### config.mk
export PLATFORM = sky130hd
export DESIGN_NAME = branch_resolve_flat
export DESIGN_NICKNAME = d
export VERILOG_FILES = /design/src/rtl/branch_resolve_if.sv /design/src/rtl/branch_resolve.sv /design/src/flat_wrapper.sv
export SDC_FILE = /design/constraint.sdc
export NUM_CORES = 1
export LEC_CHECK = 0
export CAP_MARGIN = 20
export CORE_MARGIN = 3
export CORE_UTILIZATION = 40
export CTS_BUF_LIST = sky130_fd_sc_hd__clkbuf_8
export CTS_CLUSTER_DIAMETER = 150
export CTS_CLUSTER_SIZE = 10
export DETAILED_ROUTE_END_ITERATION = 12
export PLACE_DENSITY = 0.68
export SLEW_MARGIN = 30
export SYNTH_ARGS = -nofsm -noshare
export SYNTH_HDL_FRONTEND = slang
export SYNTH_SLANG_ARGS = --single-unit
### constraint.sdc
create_clock -name Clk -period 2.35 [get_ports Clk]
set_clock_uncertainty 0.2 [all_clocks]
set_input_delay 0.47 -clock Clk [delete_from_list [all_inputs] [get_ports Clk]]
set_output_delay 0.47 -clock Clk [all_outputs]
set_load 0.02 [all_outputs]
### src/rtl/branch_resolve_if.sv
// Redirect handshake between branch_resolve (master) and the PC mux (slave).
//   Redirect_valid : master -> slave, a taken-branch target is being presented
//   Redirect_pc    : master -> slave, the target address, stable while valid
//   Redirect_ack   : slave -> master, target accepted
interface branch_resolve_if #(
  parameter int DATA_W = 16
);
  logic              Redirect_valid;
  logic [DATA_W-1:0] Redirect_pc;
  logic              Redirect_ack;

  modport master (output Redirect_valid, output Redirect_pc, input Redirect_ack);
  modport slave  (input Redirect_valid, input Redirect_pc, output Redirect_ack);
endinterface

### src/rtl/branch_resolve.sv
// branch_resolve: forms BEN from the latched NZP flags and the IR n/z/p mask,
// and for a taken BR presents PC+SEXT(IR[OFF_W-1:0]) to the PC mux.
// Ports:
//   Clk, Reset (async, active low)
//   LD_BEN        evaluate strobe from the control FSM (accepted in IDLE only)
//   IR, PC, NZP   instruction, incremented PC, condition codes {N,Z,P}
//   rdr           redirect handshake (master side): valid / pc / ack
//   BEN           registered branch-enable, held until the next accepted LD_BEN
//   Busy          FSM is not in IDLE
//   Done          one-cycle pulse when an evaluation retires
// Optional macro BRANCH_STATS_EN adds saturating Taken_cnt / NotTaken_cnt,
// counting branch-opcode evaluations only.
module branch_resolve #(
  parameter int          DATA_W    = 16,
  parameter int          OFF_W     = 9,
  parameter logic [3:0]  BR_OPCODE = 4'b0000
) (
  input  logic              Clk,
  input  logic              Reset,
  input  logic              LD_BEN,
  input  logic [DATA_W-1:0] IR,
  input  logic [DATA_W-1:0] PC,
  input  logic [2:0]        NZP,
  branch_resolve_if.master  rdr,
  output logic              BEN,
  output logic              Busy,
  output logic              Done
`ifdef BRANCH_STATS_EN
  ,
  output logic [15:0]       Taken_cnt,
  output logic [15:0]       NotTaken_cnt
`endif
);

  typedef enum logic [1:0] {IDLE, EVAL, REDIRECT} state_t;

  state_t            state, state_d;
  logic [DATA_W-1:0] tgt;
  logic [DATA_W-1:0] off_sx;
  logic              is_br;
  logic              load, take, retire_nt, retire_ack;

  assign off_sx = {{(DATA_W-OFF_W){IR[OFF_W-1]}}, IR[OFF_W-1:0]};
  assign Busy   = (state != IDLE);

  always_comb begin
    state_d    = state;
    load       = 1'b0;
    take       = 1'b0;
    retire_nt  = 1'b0;
    retire_ack = 1'b0;
    case (state)
      IDLE:
        if (LD_BEN) begin
          load    = 1'b1;
          state_d = EVAL;
        end
      EVAL:
        if (BEN && is_br) begin
          take    = 1'b1;
          state_d = REDIRECT;
        end else begin
          retire_nt = 1'b1;
          state_d   = IDLE;
        end
      // Ack is only sampled here, so an ack seen during EVAL or IDLE is dropped.
      REDIRECT:
        if (rdr.Redirect_ack) begin
          retire_ack = 1'b1;
          state_d    = IDLE;
        end
      default: state_d = IDLE;
    endcase
  end

  always_ff @(posedge Clk or negedge Reset) begin
    if (!Reset) begin
      state              <= IDLE;
      BEN                <= 1'b0;
      tgt                <= '0;
      is_br              <= 1'b0;
      rdr.Redirect_valid <= 1'b0;
      rdr.Redirect_pc    <= '0;
      Done               <= 1'b0;
    end else begin
      state <= state_d;
      Done  <= retire_nt | retire_ack;
      if (load) begin
        BEN   <= |(IR[11:9] & NZP);
        tgt   <= PC + off_sx;  // modulo 2^DATA_W
        is_br <= (IR[15:12] == BR_OPCODE);
      end
      if (take) begin
        rdr.Redirect_valid <= 1'b1;
        rdr.Redirect_pc    <= tgt;
      end else if (retire_ack) begin
        rdr.Redirect_valid <= 1'b0;
      end
    end
  end

`ifdef BRANCH_STATS_EN
  always_ff @(posedge Clk or negedge Reset) begin
    if (!Reset) begin
      Taken_cnt    <= '0;
      NotTaken_cnt <= '0;
    end else begin
      if (take && Taken_cnt != 16'hFFFF)
        Taken_cnt <= Taken_cnt + 16'd1;
      if (retire_nt && is_br && NotTaken_cnt != 16'hFFFF)
        NotTaken_cnt <= NotTaken_cnt + 16'd1;
    end
  end
`endif

endmodule

### src/flat_wrapper.sv
// flat-port wrapper written by rule: the top's interface ports become plain ports
module branch_resolve_flat 
#(
  parameter int          DATA_W    = 16,
  parameter int          OFF_W     = 9,
  parameter logic [3:0]  BR_OPCODE = 4'b0000
)
  (Clk, Reset, LD_BEN, IR, PC, NZP, BEN, Busy, Done, rdr_Redirect_valid, rdr_Redirect_pc, rdr_Redirect_ack);
  branch_resolve_if #(.DATA_W(DATA_W)) rdr_i ();
  input  logic Clk;
  input  logic Reset;
  input  logic LD_BEN;
  input  logic [DATA_W-1:0] IR;
  input  logic [DATA_W-1:0] PC;
  input  logic [2:0] NZP;
  output logic BEN;
  output logic Busy;
  output logic Done;
  output wire logic [$bits(rdr_i.Redirect_valid)-1:0] rdr_Redirect_valid;
  output wire logic [$bits(rdr_i.Redirect_pc)-1:0] rdr_Redirect_pc;
  input wire logic [$bits(rdr_i.Redirect_ack)-1:0] rdr_Redirect_ack;
  assign rdr_Redirect_valid = rdr_i.Redirect_valid;
  assign rdr_Redirect_pc = rdr_i.Redirect_pc;
  assign rdr_i.Redirect_ack = rdr_Redirect_ack;
  branch_resolve #(.DATA_W(DATA_W), .OFF_W(OFF_W), .BR_OPCODE(BR_OPCODE)) u_core (.Clk(Clk), .Reset(Reset), .LD_BEN(LD_BEN), .IR(IR), .PC(PC), .NZP(NZP), .rdr(rdr_i), .BEN(BEN), .Busy(Busy), .Done(Done));
endmodule
==> metrics <==
RR Endpoint u_core.tgt[15]; Crit-path slowest cell clkdlybuf4s50_1; Internal 1.512 mW; layout cells sized above 1 about a quarter; hold crit path type flop to flop; Worst Tran Pin Value 0.3236 ns; DP HPWL slightly above 4000 um; Worst Setup EP u_core.tgt[15]; cell depth of the worst flop-to-flop path 6; CP peak stage delay 0.41 ns; power per cell area between 600 and 700 nW/um^2; slew margin rel. 78.26%; WL/cell 13.08 um; area growth from synthesis to layout 47.74%; share of the synthesized area in the top cell type about 43%; Initial DRC Count slightly above 60; crit share post-route ~94%; Crit. End Element flop; power consumption about 2.2 mW; vias in the first global route about 1800; clock sinks 38; Starting Density about 42%; Worst EP arrival 2.22 ns; Nets approximately 370; Post-Syn Area roughly 2200 sq um; Syn. warnings 0; CTS tree built; initial antenna violation count 1; Routed WL slightly above 5000 um; synth top area cells dfrtp_1 43%, ha_1 8.5%, mux2_2 8.1%; Reg-to-Reg Start u_core.state[1]; Cell variety after synth 40; met2 GRT Util 26.74%; maximum vdd ir drop ~0.00038 V; core box area about 5200 sq um; setup violators final 0; Post-synth EDFFs 0; first-pass GRT wire length slightly above 8000 um; Setup CP Type primary input to flop; sequential-to-total area share from yosys stat about 43%; met3 Use GR 1.906%; P_leak between 1.5 and 2 nW; FMAX roughly 450 MHz; status finished clean; #FFs+latches synth 38; switching fraction of total power 32.74%; Final Hold Vio Count 0; FP Rows 26; routed vias around 2000; final hold slack between 0.2 and 0.3 ns; crit path launch PC[4]; # port buffers 58; GP Congestion approximately 0.90; Final Worst Setup Slack ~0.14 ns; CP cell instances clkdlybuf4s50_1 -> ha_1 -> o211ai_1 -> o211ai_1 -> nand2_1 -> a221o_1 -> o21ai_2; unrepaired setup endpoints after global routing false; clock root buffer clkbuf_8; ys async rst share 100.0%; syn avg cell area a little under 10 sq um; clock power share 18.1%; DR vias/cell 5.123; Max Cap Viol 0; GRT overflow 0; worst path required time 2.36 ns; switching power between 700 and 800 uW; Combinational Power Share between 40% and 50%; pin count of the biggest net entering global routing 39; Die ar. 6472 sq um; DRC 0; drt first pass iters 6; CTS Buf Count 5; syn_nets between 200 and 300; Seq pwr share about 40%; all-layer global routing usage between 10% and 20%; worst-skew pair later-pin latency 0.28 ns; Place WS -0.3909 ns; I/O Pins between 50 and 60; Antenna Violating Nets Remaining 0; Post-synth top flop dfrtp_1; die width 80.45 um; Clk pin slew, worst setup/hold paths about 0.07 ns; GRT busiest layer met2; CTS max path bufs 2; Critical Path Fanout Max 4; CTS H-tree depth 2; Die Span Y 80.45 um; Most Frequent Cell on Critical Path o211ai_1; Yosys top cell by area dfrtp_1; r2r setup slk 0.77 ns; routing usage on met1 between 20% and 30%; Slew Viols, Final 0; Worst Setup Start Kind primary input; postcts setup bufs 0; minimum clock period 2.213 ns; cells after synthesis 224
[power groups by stage]
stage | clock, mW | sequential [mW] | combinational (mW)
finish | 0.407 | 0.925 | 0.916
detailed placement | 0 | 0.938 | 0.907
global placement | 0 | 0.929 | 0.894
floorplan | 0 | 1.04 | 0.342
CTS | 0.417 | 0.925 | 0.919
global route | 0.444 | 0.945 | 0.997
[Yosys cell counts (2+ instances only)]
library cell  number
nand2_1           40
dfrtp_1           38
a21oi_1           23
mux2_2            16
ha_1              15
o21ai_0           13
inv_1              8
nor2_1             8
xor2_1             6
buf_2              5
xnor2_1            5
nand4_1            4
o211ai_1           4
a21o_1             3
a31oi_1            3
o21ai_1            3
a21boi_0           2
a32oi_1            2
and3_1             2
mux2i_1            2
o21a_1             2
o21ai_2            2
[registers in the layout (all words and copies together), names as in the netlist]
| register | count |
|---|---|
| u_core.BEN | 1 |
| u_core.Done | 1 |
| u_core.is_br | 1 |
| u_core.rdr.Redirect_pc | 16 |
| u_core.rdr.Redirect_valid | 1 |
| u_core.state | 2 |
| u_core.tgt | 16 |
[what timing repair did]
action | CTS | global route
resized for setup | 5 | 9
setup endpoints to repair | 8 | 7
pin swaps | 2 | 9
hold buffers | 1 | 0
hold endpoints to repair | 38 | 0
[cell families (layout without fill, tap and decap cells)]
logic type	count (synthesis)	count (layout)	share of synthesized area, %
AOI/OAI and AO/OA	66	66	19.58
DFF	38	38	42.89
buffers and inverters	15	109	2.878
muxes	18	18	9.029
other	0	1	0
and+or+nand+nor	60	60	11.91
adders and majority gates	16	16	9.368
xor gates and xnor gates	11	11	4.345
[per-layer routing]
metal	part of all wire, %	wire length [um]
met3	3.9	199
met1	45	2306
met4	1.7	87
met2	49	2495
met5	0	0
[layout by cell type (no fill, tap or decap), types with 3 or more instances in the layout]
cell             instances
ha_1                    13
inv_1                    8
o21ai_1                  3
a31oi_1                  3
xor2_1                   6
buf_4                   33
a21oi_1                 21
clkdlybuf4s50_1         54
nand2_1                 40
clkbuf_8                 5
dfrtp_1                 38
o211ai_1                 4
nor2_1                   8
nand4_1                  4
a21o_1                   3
mux2_2                  16
o21ai_0                 13
xnor2_1                  5
dlymetal6s2s_1           3
[critical path, delay by kind of cell]
family                   cells  cell delay (ns)
buffers and inverters        1             0.41
AO/OA/AOI/OAI                4             0.79
AND/OR/NAND/NOR              1             0.17
adder cells (fa/ha/maj)      1             0.39
[how the worst min path moves through the flow]
stage	from	end	slack [ns]	cells after the start
final	u_core.tgt[14]	u_core.tgt[14]	0.28	2
after global routing	u_core.tgt[0]	u_core.tgt[0]	0.30	2
after CTS	u_core.tgt[14]	u_core.tgt[14]	0.28	2
after detailed placement	Reset	u_core.tgt[0]	0.25	2
after global placement	Reset	u_core.rdr.Redirect_pc[2]	0.25	2
after floorplan	Reset	u_core.BEN	-0.03	0
[through the flow]
stage / std cells / utilization, % / TNS [ns] / instance area, sq um
after CTS: 388 / 61.90 / 0 / 3242
after detailed placement: 380 / 59.84 / -3.353 / 3134
after floorplan: 224 / - / 0 / 2217
after global placement: 380 / 59.84 / -2.868 / 3134
final: 389 / 62.54 / 0 / 3276
after global routing: 389 / 62.54 / 0 / 3276
[area by class of cell]
class | instances | area [sq um]
Sequential cell | 38 | 950.9
Clock buffer | 5 | 68.82
Inverter | 8 | 30.03
Antenna cell | 1 | 2.502
Timing Repair Buffer | 94 | 880.8
Clock inverter | 2 | 10.01
Fill cell | 464 | 1962
Multi-Input combinational cell | 171 | 1245
Tap cell | 70 | 87.58
Power figures use the tool's default switching activity.
==> edit 1: new RTL, same flow settings <==
Re-encode `state_t` (3 states) as one-hot, 3 bits wide.
--- a/src/rtl/branch_resolve.sv
+++ b/src/rtl/branch_resolve.sv
@@ -33,5 +33,5 @@
 );
 
-  typedef enum logic [1:0] {IDLE, EVAL, REDIRECT} state_t;
+  typedef enum logic [2:0] {IDLE = 3'b001, EVAL = 3'b010, REDIRECT = 3'b100} state_t;
 
   state_t            state, state_d;
Check against the original RTL: no difference found for any inputs over 10 cycles, from zero or initial values and one cycle with Reset low; not proved beyond that.
==> edit 1 against the original RTL <==
Sequential cell count up 1; wire length up 8.9%; area after synthesis up 4.3%; design area up 8.6%; power down 8.6%; setup slack worse by 0.11 ns; critical path depth up 1; synthesized cell count up 1.8%; critical path type unchanged; largest cell class unchanged; highest routed layer unchanged.
==> edit 1: results (changes against the original RTL) <==
The vias after detailed routing came out at 2082 (+4.5%). The slack of the worst reg-to-reg path is 0.39 ns (-0.38 ns). In the post-synthesis netlist, the biggest area contributors are dfrtp_1 (41%), ha_1 (8.1%), mux2_2 (7.8%). The final estimated routing congestion in global placement came out at 0.840 (-6.3%). The mux contribution to synthesized area is 7.79% (-1.2 points). In the final layout, the registers with the most flip-flops are u_core.rdr.Redirect_pc: 16 flops, u_core.tgt: 16 flops, u_core.state: 3 flops. The first-pass iteration count of the detailed router came out at 4 (-2).

The cell-internal power is 1400 uW (-7.1%). The buffers inserted during post-CTS setup optimization was 5 (+5). The pin count of the biggest net entering global routing was 40 (+2.6%). The share of post-route cells with drive strength above 1 came out at 31.3% (+8.0 points). The layout net count came out at 390 (+4.6%). Tracing the worst setup path back leads to its startpoint at PC[8]. The maximum fanout encountered on the critical timing path is 6 (+2). The cell area after placement came out at 0.00327 mm^2 (+4.5%). The part of the total power dissipated in combinational logic came out at 36.5% (-4.3 points). The global-route wire length before repair came out at 9180 um (+11%). The slew at the pin closest to its max-slew limit came out at 0.481 ns (+0.157 ns). Ranked by instance count, the synthesized netlist is headed by dfrtp_1 (38), nand2_1 (29), mux2_2 (16). The via count of the first global-routing pass is 2046 (+12%). The synthesized-area fraction occupied by ao, oa, aoi and oai cells was 18.3% (-1.2 points).

The peak supply drop came out at 0.273 mV (-29%). The count of antenna diodes in the layout is 0 (-1). The launching point of the worst reg2reg path is u_core.state[0]. The sequential fraction of the synthesis area is 42.2% (-0.65 points).

The flow ran to the end, and the final reports show no timing, DRC or antenna violations. The initial antenna violation count came out at 0 (-1). The share of the synthesized netlist area taken by xor and xnor gates is 3.41% (-0.94 points). The total wire length came out at 5540 um (+8.9%). The global routing usage summed across all routing layers is 17.6% (+1.3 points). The capturing instance or port of the critical path is u_core.tgt[14].
-- edit 1: routing by layer --
layer	share of wire (%)	wire length, um	track usage (%)
met5	0	0	0
met4	1.6	87	6.81
met3	6.6	363	3.18
met2	46	2550	29.2
met1	46	2540	22.7
-- edit 1: power groups by stage --
stage,registers [uW],logic (uW),clock network [uW]
floorplan,931,319,0
global placement,893,690,0
detailed placement,901,699,0
CTS,888,737,429
global route,907,830,457
finish,887,751,417
-- edit 1: cell families after synthesis --
kind of cell	count (synthesis)
mux	16
xor+xnor	9
fa+ha+maj	16
buf+inv	16
simple gates	72
compound gates	60
flops	39
-- edit 1: worst max-delay path, stage by stage --
cell	delay [ns]
clkdlybuf4s50_1	0.44
ha_4	0.32
nand3_1	0.12
a2111oi_0	0.44
buf_4	0.20
a2111oi_4	0.04
xor2_1	0.15
o21ai_1	0.15
-- edit 1: layout make-up --
class | count | area [um^2]
Clock inverter | 3 | 12.5
Clock buffer | 5 | 68.8
Fill cell | 487 | 1980
Multi-Input combinational cell | 173 | 1420
Tap cell | 72 | 90.1
Sequential cell | 39 | 977
Inverter | 7 | 26.3
Timing Repair Buffer | 109 | 961
-- edit 1: metrics by stage --
step / total power, uW / hold WS (ns) / setup WS (ns) / std cells / setup TNS (ns)
floorplan: 1250 / -0.0256 / 0.0134 / 228 / 0
global placement: 1580 / 0.256 / -0.517 / 394 / -4.02
detailed placement: 1600 / 0.263 / -0.569 / 394 / -4.43
CTS: 2050 / 0.0375 / 0.0188 / 407 / 0
global route: 2190 / 0.0566 / 0.00275 / 408 / 0
finish: 2060 / 0.0202 / 0.0227 / 408 / 0
==> edit 2: new RTL, config.mk and constraints unchanged <==
Made on the original files. `DATA_W` is set to 16 in 3 places; all go to 32.
--- a/src/rtl/branch_resolve_if.sv
+++ b/src/rtl/branch_resolve_if.sv
@@ -4,5 +4,5 @@
 //   Redirect_ack   : slave -> master, target accepted
 interface branch_resolve_if #(
-  parameter int DATA_W = 16
+  parameter int DATA_W = 32
 );
   logic              Redirect_valid;
--- a/src/rtl/branch_resolve.sv
+++ b/src/rtl/branch_resolve.sv
@@ -12,5 +12,5 @@
 // counting branch-opcode evaluations only.
 module branch_resolve #(
-  parameter int          DATA_W    = 16,
+  parameter int          DATA_W    = 32,
   parameter int          OFF_W     = 9,
   parameter logic [3:0]  BR_OPCODE = 4'b0000
--- a/src/flat_wrapper.sv
+++ b/src/flat_wrapper.sv
@@ -2,5 +2,5 @@
 module branch_resolve_flat 
 #(
-  parameter int          DATA_W    = 16,
+  parameter int          DATA_W    = 32,
   parameter int          OFF_W     = 9,
   parameter logic [3:0]  BR_OPCODE = 4'b0000
Interface: changed (resized IR, PC and rdr_Redirect_pc); port bits go from 59 to 107. The function was not compared with the original's and may differ.
==> edit 2 against the original RTL <==
Global-route usage rose by 5.7 points; the flow now finishes with violations (setup timing); sequential cell count grew 32; power up 120%; design area is 120% higher; wire length increased to 2.6 times the old value; worst hold slack got worse by 0.064 ns; area after synthesis grew 94%; critical path type unchanged; setup slack lost 0.28 ns; sequential share of layout area decreased by 4.7 points.
==> edit 2: results (changes against the original RTL) <==
The run finished, with violations left. The checks that failed: setup timing. The cell with the largest stage delay on the worst path is or4_1. The count of non-CTS buffers in the layout is 214 (+130%). By count the netlist is led by dfrtp_1 (70), nand2_1 (57), o21ai_0 (37). The sequential cell count of the final layout came out at 70 (+84%). The critical path arrival was 2.57 ns (+0.35 ns). The depth of the most critical reg-to-reg path came out at 7 (+1). The share of the synthesized netlist area taken by xor and xnor gates is 5.08% (+0.74 points). The fraction of cell area in non-clock buffers came out at 26.7% (-0.20 points).

The sequential fraction of the synthesis area is 40.7% (-2.2 points). The biggest cell delay along the critical path is 0.52 ns (+0.11 ns). The layout net count came to 752 (+100%). The routed wire length per instance came out at 17.0 um (+30%). The number of rows created at floorplan came out at 37 (+42%). The gate family responsible for the most delay along the worst path is simple AND/OR/NAND/NOR gates.

The global-route wire length before repair came out at 20500 um (+150%). The net count of the mapped netlist is 545 (+95%). The worst setup path startpoint is IR[8]. The placed cell count came out at 740 (+95%). The synthesized-area fraction occupied by ao, oa, aoi and oai cells came out at 18.4% (-1.2 points). The total setup violations reported at the end of the flow is 9 (+9). The min-delay analysis places its worst path in the category input port to flop. The fraction of area in multi-input gates came to 43.3% (+5.3 points).

The initial antenna violation count is 0 (-1). The largest registers in the layout are u_core.rdr.Redirect_pc: 32 flops, u_core.tgt: 32 flops, u_core.state: 2 flops. The first-pass iteration count of the detailed router came to 4 (-2). The number of clock buffers inserted by TritonCTS is 9 (+4). From synthesis to final layout, the design area changed by 67.0%. The clock-cell share of area is 2.66% (+0.25 points). Following the worst setup path forward leads to its endpoint at u_core.tgt[26].

The peak supply drop is 0.361 mV (-5.6%). The vias after detailed routing came to 4207 (+110%). The placement-stage worst setup slack is -1.14 ns (-0.748 ns). The minimum setup slack in the final design came out at -0.140 ns (-0.276 ns). The area share of fa/ha/maj cells after synthesis is 9.47% (+0.10 points). The startpoint identified for the worst hold timing path is PC[0]. The count of multi-input gates came to 342 (+100%).

The count of input and output buffers came out at 90 (+55%). The pin count of the biggest net entering global routing is 71 (+82%). By area the synthesized netlist is led by dfrtp_1 (41%), ha_1 (9.0%), mux2_2 (8.9%). The final estimated routing congestion in global placement came out at 0.921 (+2.8%). The slack of the worst reg-to-reg path is 0.55 ns (-0.22 ns). The leakage power came out at 0.00317 uW (+110%). The count of distinct cell types in the synthesized netlist came out at 56 (+40%).
## edit 2: cell types whose count changed after synthesis, moves of 11 or more
cell     change
nand3_1     +12
dfrtp_1     +32
ha_1        +16
a21oi_1     +13
mux2_2      +18
nand2_1     +17
nor3_1      +11
o21ai_0     +24
## edit 2: layer usage
| metal | vias to the layer above | routed length [um] | global-route usage, % |
|---|---|---|---|
| li1 | 2037 | - | - |
| met5 | - | 0 | 0 |
| met1 | 2027 | 5910 | 29.8 |
| met3 | 23 | 756 | 3.58 |
| met4 | 0 | 274 | 7.84 |
| met2 | 120 | 6530 | 35.5 |
## edit 2: report_power, final
group	internal [uW]	total, uW	switching, uW
combinational	1160	2190	1030
clock	484	950	467
sequential	1540	1740	196
## edit 2: what timing repair did
action,4_1_cts,5_1_grt
buffers inserted,26,8
setup endpoints to repair,23,18
gates resized for setup,146,52
endpoints found under the hold margin,70,0
cloned,1,0
hold buffers,1,0
pin swaps,57,50
